## src/rtl/demux_ctrl_pkg.sv

```systemverilog
//------------------------------------------------------------------------------
// Module  : demux_ctrl_pkg
// Brief   : Shared types and constants for the 16-way dispatch controller.
// Revision: 1.0 - initial release
//------------------------------------------------------------------------------
`default_nettype none

package demux_ctrl_pkg;

  localparam int N     = 16;
  localparam int SEL_W = 4;

  typedef enum logic [1:0] {
    ST_IDLE = 2'd0,
    ST_ARB  = 2'd1,
    ST_SEND = 2'd2
  } state_t;

  function automatic logic [N-1:0] onehot_sel(input logic [SEL_W-1:0] s);
    logic [N-1:0] v;
    v    = '0;
    v[s] = 1'b1;
    return v;
  endfunction

endpackage

`default_nettype wire

```

## src/rtl/rr_pick16.sv

```systemverilog
//------------------------------------------------------------------------------
// Module  : rr_pick16
// Brief   : Combinational round-robin search: first set request at or above
//           ptr, wrapping 15 -> 0.
// Revision: 1.0 - initial release
//------------------------------------------------------------------------------
`default_nettype none

module rr_pick16
  import demux_ctrl_pkg::*;
(
  input  logic [N-1:0]     req,
  input  logic [SEL_W-1:0] ptr,
  output logic [SEL_W-1:0] gnt_idx,
  output logic             any
);

  logic [SEL_W-1:0] idx;

  // Offset index wraps naturally in SEL_W bits, giving the circular order.
  always_comb begin
    gnt_idx = '0;
    any     = 1'b0;
    idx     = '0;
    for (int i = 0; i < N; i++) begin
      idx = ptr + SEL_W'(i);
      if (!any && req[idx]) begin
        any     = 1'b1;
        gnt_idx = idx;
      end
    end
  end

endmodule

`default_nettype wire

```

## src/rtl/demux_dispatch_ctrl.sv

```systemverilog
//------------------------------------------------------------------------------
// Module  : demux_dispatch_ctrl
// Brief   : Accepts one word, round-robin grants it to a ready and enabled
//           destination, holds it until that destination takes it.
// Revision: 1.0 - initial release
//------------------------------------------------------------------------------
`default_nettype none

module demux_dispatch_ctrl #(
  parameter int W = 8,
  parameter int N = 16
) (
  input  logic         clk,
  input  logic         rst,
  input  logic         in_valid,
  input  logic [W-1:0] in_data,
  output logic         in_ready,
  input  logic [N-1:0] dst_ready,
  input  logic [N-1:0] dst_en,
  output logic [N-1:0] y_valid,
  output logic [W-1:0] y_data,
  output logic [3:0]   sel,
  output logic [15:0]  xfer_cnt
);

  import demux_ctrl_pkg::*;

  state_t           state_q, state_d;
  logic [SEL_W-1:0] ptr_q, ptr_d;
  logic [SEL_W-1:0] sel_q, sel_d;
  logic [W-1:0]     hold_q, hold_d;
  logic [15:0]      cnt_q, cnt_d;

  logic [N-1:0]     eligible;
  logic [SEL_W-1:0] pick_idx;
  logic             pick_any;

  assign eligible = dst_ready & dst_en;

  rr_pick16 u_pick (
    .req     (eligible),
    .ptr     (ptr_q),
    .gnt_idx (pick_idx),
    .any     (pick_any)
  );

  always_ff @(posedge clk or posedge rst) begin
    if (rst) begin
      state_q <= ST_IDLE;
      ptr_q   <= '0;
      sel_q   <= '0;
      hold_q  <= '0;
      cnt_q   <= '0;
    end else begin
      state_q <= state_d;
      ptr_q   <= ptr_d;
      sel_q   <= sel_d;
      hold_q  <= hold_d;
      cnt_q   <= cnt_d;
    end
  end

  // The grant is fixed once in SEND; only dst_ready[sel] matters there,
  // so a destination losing its enable mid-transfer does not redirect data.
  always_comb begin
    state_d = state_q;
    ptr_d   = ptr_q;
    sel_d   = sel_q;
    hold_d  = hold_q;
    cnt_d   = cnt_q;
    case (state_q)
      ST_IDLE: begin
        if (in_valid) begin
          hold_d  = in_data;
          state_d = ST_ARB;
        end
      end
      ST_ARB: begin
        if (pick_any) begin
          sel_d   = pick_idx;
          state_d = ST_SEND;
        end
      end
      ST_SEND: begin
        if (dst_ready[sel_q]) begin
          ptr_d   = sel_q + SEL_W'(1);
          cnt_d   = cnt_q + 16'd1;
          state_d = ST_IDLE;
        end
      end
      default: state_d = ST_IDLE;
    endcase
  end

  assign in_ready = (state_q == ST_IDLE);
  assign y_valid  = (state_q == ST_SEND) ? onehot_sel(sel_q) : '0;
  assign y_data   = hold_q;
  assign sel      = sel_q;
  assign xfer_cnt = cnt_q;

endmodule

`default_nettype wire

```

## config.mk

```make
export PLATFORM = sky130hd
export DESIGN_NAME = demux_dispatch_ctrl
export DESIGN_NICKNAME = d
export VERILOG_FILES = /design/src/rtl/demux_ctrl_pkg.sv /design/src/rtl/rr_pick16.sv /design/src/rtl/demux_dispatch_ctrl.sv
export SDC_FILE = /design/constraint.sdc
export NUM_CORES = 1
export LEC_CHECK = 0
export ABC_AREA = 1
export CAP_MARGIN = 15
export CORE_ASPECT_RATIO = 1.25
export CORE_MARGIN = 2
export CORE_UTILIZATION = 47
export DETAILED_ROUTE_END_ITERATION = 10
export PLACE_DENSITY_LB_ADDON = 0.1
export SKIP_LAST_GASP = 1
export SLEW_MARGIN = 40
export SYNTH_ARGS = -nofsm -noshare
export SYNTH_HDL_FRONTEND = slang
export SYNTH_SLANG_ARGS = --single-unit
```

## constraint.sdc

```tcl
create_clock -name clk -period 2.9 [get_ports clk]
set_input_delay 0.58 -clock clk [delete_from_list [all_inputs] [get_ports clk]]
set_output_delay 0.58 -clock clk [all_outputs]
set_load 0.01 [all_outputs]
```

==> out/results.tsv <==
metric	value	unit
status	finished, final reports clean	
syn2layout_area_growth	58.1	%
post-route-period-util	98.2	%
clock_path_buffers	2	
async_flop_share	100	%
hold_viol_final	0	
dp_hpwl	11.0	mm
vias	4958	
arrival	3.09	ns
grt_pass1_vias	4725	
cp_max_fo	4	
timing.rr.end	sel[0]$_DFFE_PP0P_	
path_cells	clkdlybuf4s50_1, buf_4, nand3_4, nand3_1, nand3_2, nand3_2, nand2_4, nand3_4, nor2_4, nand4_4, nor2_4, nand4_4, nor2_8, buf_6, nand3b_1, nand2_1, nand3b_1, nand3b_1, nand2_1	
worstSkewPairLatency	0.30	ns
syn-instance-count	603	
clk_pin_slew	0.07	ns
ys_seq_elements	34	
grt-ovfl-total	0	
critPathCapture	sel[0]$_DFFE_PP0P_	
htree_num_levels	2	
gp_congestion	0.987	
cts_root_buffer	clkbuf_8	
setup_viol	0	
synth_edf_count	0	
worst_pin_slew	0.481	ns
skew	0.00820	ns
r2r_slack	0.09	ns
whs	0.492	ns
rsz0062_at_grt	true	
fin_crit	2.85	ns
slowest_delay	0.46	ns
wire_per_inst	16.3	um
grt_pass1_wl	22.3	mm
powerDensity	1350	mW/mm^2
r2r_cells	18	
hold_path_class	flop to flop	
io_buffer_count	87	
crit-reg2reg-launch	ptr_q[0]$_DFFE_PP0P_	
cts_made_buffers	5	
die_width	85.4	um
fill_cells	624	
vdd_drop_max	1.08	mV
cts_tree	built	
critical_path_class	input port to flop	
ys_types	44	
first_iter_violations	477	
num_io_pins	88	
ant_nets	0	
drtPass1Iterations	5	
fin_util	75.5	%
synth_ff_type	dfrtp_1	
p_leak	3.00	nW
crit_buf_inv	3	
vias_per_cell	5.65	
yosysWarnings	0	
core-area	0.00815	sq mm
syn_area	0.00389	sq mm
wl	14.3	mm
slew_headroom	67.9	%
layout.nets	835	
max_freq	351	MHz
startpoint	dst_ready[7]	
floorplan.initialDensity	47.7	%
drv_cap	0	
grt_max_degree	35	
die_height	106	um
fp-row-count	37	
ctsHoldBuffers	0	
slowest_stage	clkdlybuf4s50_1	
grt_antenna_before_repair	0	
final_cell_mix	nand2_1, buf_4, nand3_1	
cp_common_cell	nand3b_1	
dieArea	0.00902	sq mm
slew_viol_final	0	
path_depth	19	
crit_required	3.14	ns
synth_area_per_cell	6.45	sq um
yosysSeqAreaShare	21.9	%
crit_path_start_kind	input port	
synth_nets	658	
n_antenna_cell	0	
drc	0	
cts_sinks	34	
post_route_cells_drive_above_1_share	31.5	%
crit_family	simple AND/OR/NAND/NOR gates	
final_common_cell	nand2_1	
cp-end-kind	flop	
grt_usage	31.0	%
min_from	xfer_cnt[15]$_DFFE_PP0P_	
==> metrics by stage <==
stage	total power, W	setup slack (ns)	cell area (sq um)	instances	TNS (ns)
after floorplan	0.00451	-0.0452	3950	603	-0.156
after global placement	0.00667	-0.229	5420	853	-1.42
after detailed placement	0.00673	-0.269	5420	853	-1.73
after CTS	0.00714	-0.000817	5530	861	-0.000817
after global routing	0.00893	-0.161	6150	878	-0.915
final	0.00829	0.0518	6150	878	0
==> cells by family after synthesis <==
| kind of cell | count (synthesis) | synth area share [%] |
|---|---|---|
| simple gates | 417 | 51.2 |
| buf+inv | 67 | 8.04 |
| compound gates | 40 | 6.24 |
| flops | 34 | 21.9 |
| xor+xnor | 25 | 6.50 |
| fa+ha+maj | 12 | 3.86 |
| mux | 8 | 2.32 |
==> final cells by class <==
cell class | instances | area (sq um) | area share (%)
multi-input cells | 502 | 3160 | 51.3
repair buffers | 188 | 1710 | 27.9
flip-flops and latches | 34 | 853 | 13.9
inverters | 49 | 210 | 3.42
well taps | 97 | 121 | 1.97
clock buffers | 6 | 82.6 | 1.34
clock inverters | 2 | 12.5 | 0.204
==> per-layer routing <==
metal	vias to the layer above	track usage (%)	share of wire, %
met3	56	3.05	4.6
met1	2329	36.0	39
met5	-	0	0
li1	2362	-	-
met2	211	56.0	52
met4	0	14.6	4.8
==> state kept, by name (all words and copies together) (netlist names) <==
| name | cells |
|---|---|
| ptr_q | 4 |
| sel | 4 |
| state_q | 2 |
| xfer_cnt | 16 |
| y_data | 8 |
==> worst register-to-register path, stage by stage, from the launching register on <==
cell and delay [ns]:
dfrtp_2 0.46, inv_8 0.05, ha_4 0.37, clkinv_8 0.13
nand3_2 0.13, nand3_1 0.12, nand2_1 0.11, nand2_1 0.07
nand2_2 0.13, nand4_4 0.12, nor2_4 0.12, nand4_4 0.15
nor2_8 0.15, buf_6 0.11, nand3b_1 0.14, nand2_1 0.12
nand3b_1 0.11, nand3b_1 0.09, nand2_1 0.07
==> power breakdown <==
| group | switching [W] | internal (W) |
|---|---|---|
| Sequential | 0.000191 | 0.000618 |
| Clock | 0.000178 | 0.000191 |
| Combinational | 0.00412 | 0.00300 |
| Total | 0.00448 | 0.00380 |
==> worst min-delay path by stage <==
stage | endpoint | depth (start not counted)
after floorplan | state_q[1]$_DFFE_PP0P_ | 1
after global placement | xfer_cnt[15]$_DFFE_PP0P_ | 1
after detailed placement | xfer_cnt[15]$_DFFE_PP0P_ | 1
after CTS | xfer_cnt[15]$_DFFE_PP0P_ | 1
after global routing | y_data[1]$_DFFE_PP0P_ | 1
final | xfer_cnt[15]$_DFFE_PP0P_ | 1
==> cells in the mapped netlist (3+ instances only) <==
cell type | instances | share of area [%]
nand2_1 | 157 | 15
nand3_1 | 124 | 16
nor2_1 | 85 | 8.2
inv_1 | 40 | 3.9
dfrtp_1 | 34 | 22
o21ai_0 | 19 | 2.4
nand4_1 | 15 | 2.4
xor2_1 | 14 | 3.2
ha_1 | 12 | 3.9
mux2_2 | 8 | 2.3
nand3_2 | 8 | 2.1
xnor2_1 | 8 | 1.8
buf_2 | 7 | 0.90
inv_2 | 6 | 0.58
nand3b_1 | 6 | 1.2
clkbuf_1 | 5 | 0.48
nor3_1 | 5 | 0.64
o22ai_1 | 5 | 0.80
a21oi_1 | 4 | 0.51
buf_6 | 4 | 1.2
nand2_2 | 3 | 0.48
nand3_4 | 3 | 1.4
nand4_4 | 3 | 1.6
o21ai_1 | 3 | 0.39
==> what timing repair did <==
| item | in CTS | in global routing |
|---|---|---|
| pin swaps | 1 | 43 |
| cloned | 0 | 0 |
| gates resized for setup | 4 | 128 |
| buffers inserted | 0 | 17 |
| endpoints found under the setup margin | 3 | 17 |
Power figures use the tool's default switching activity.
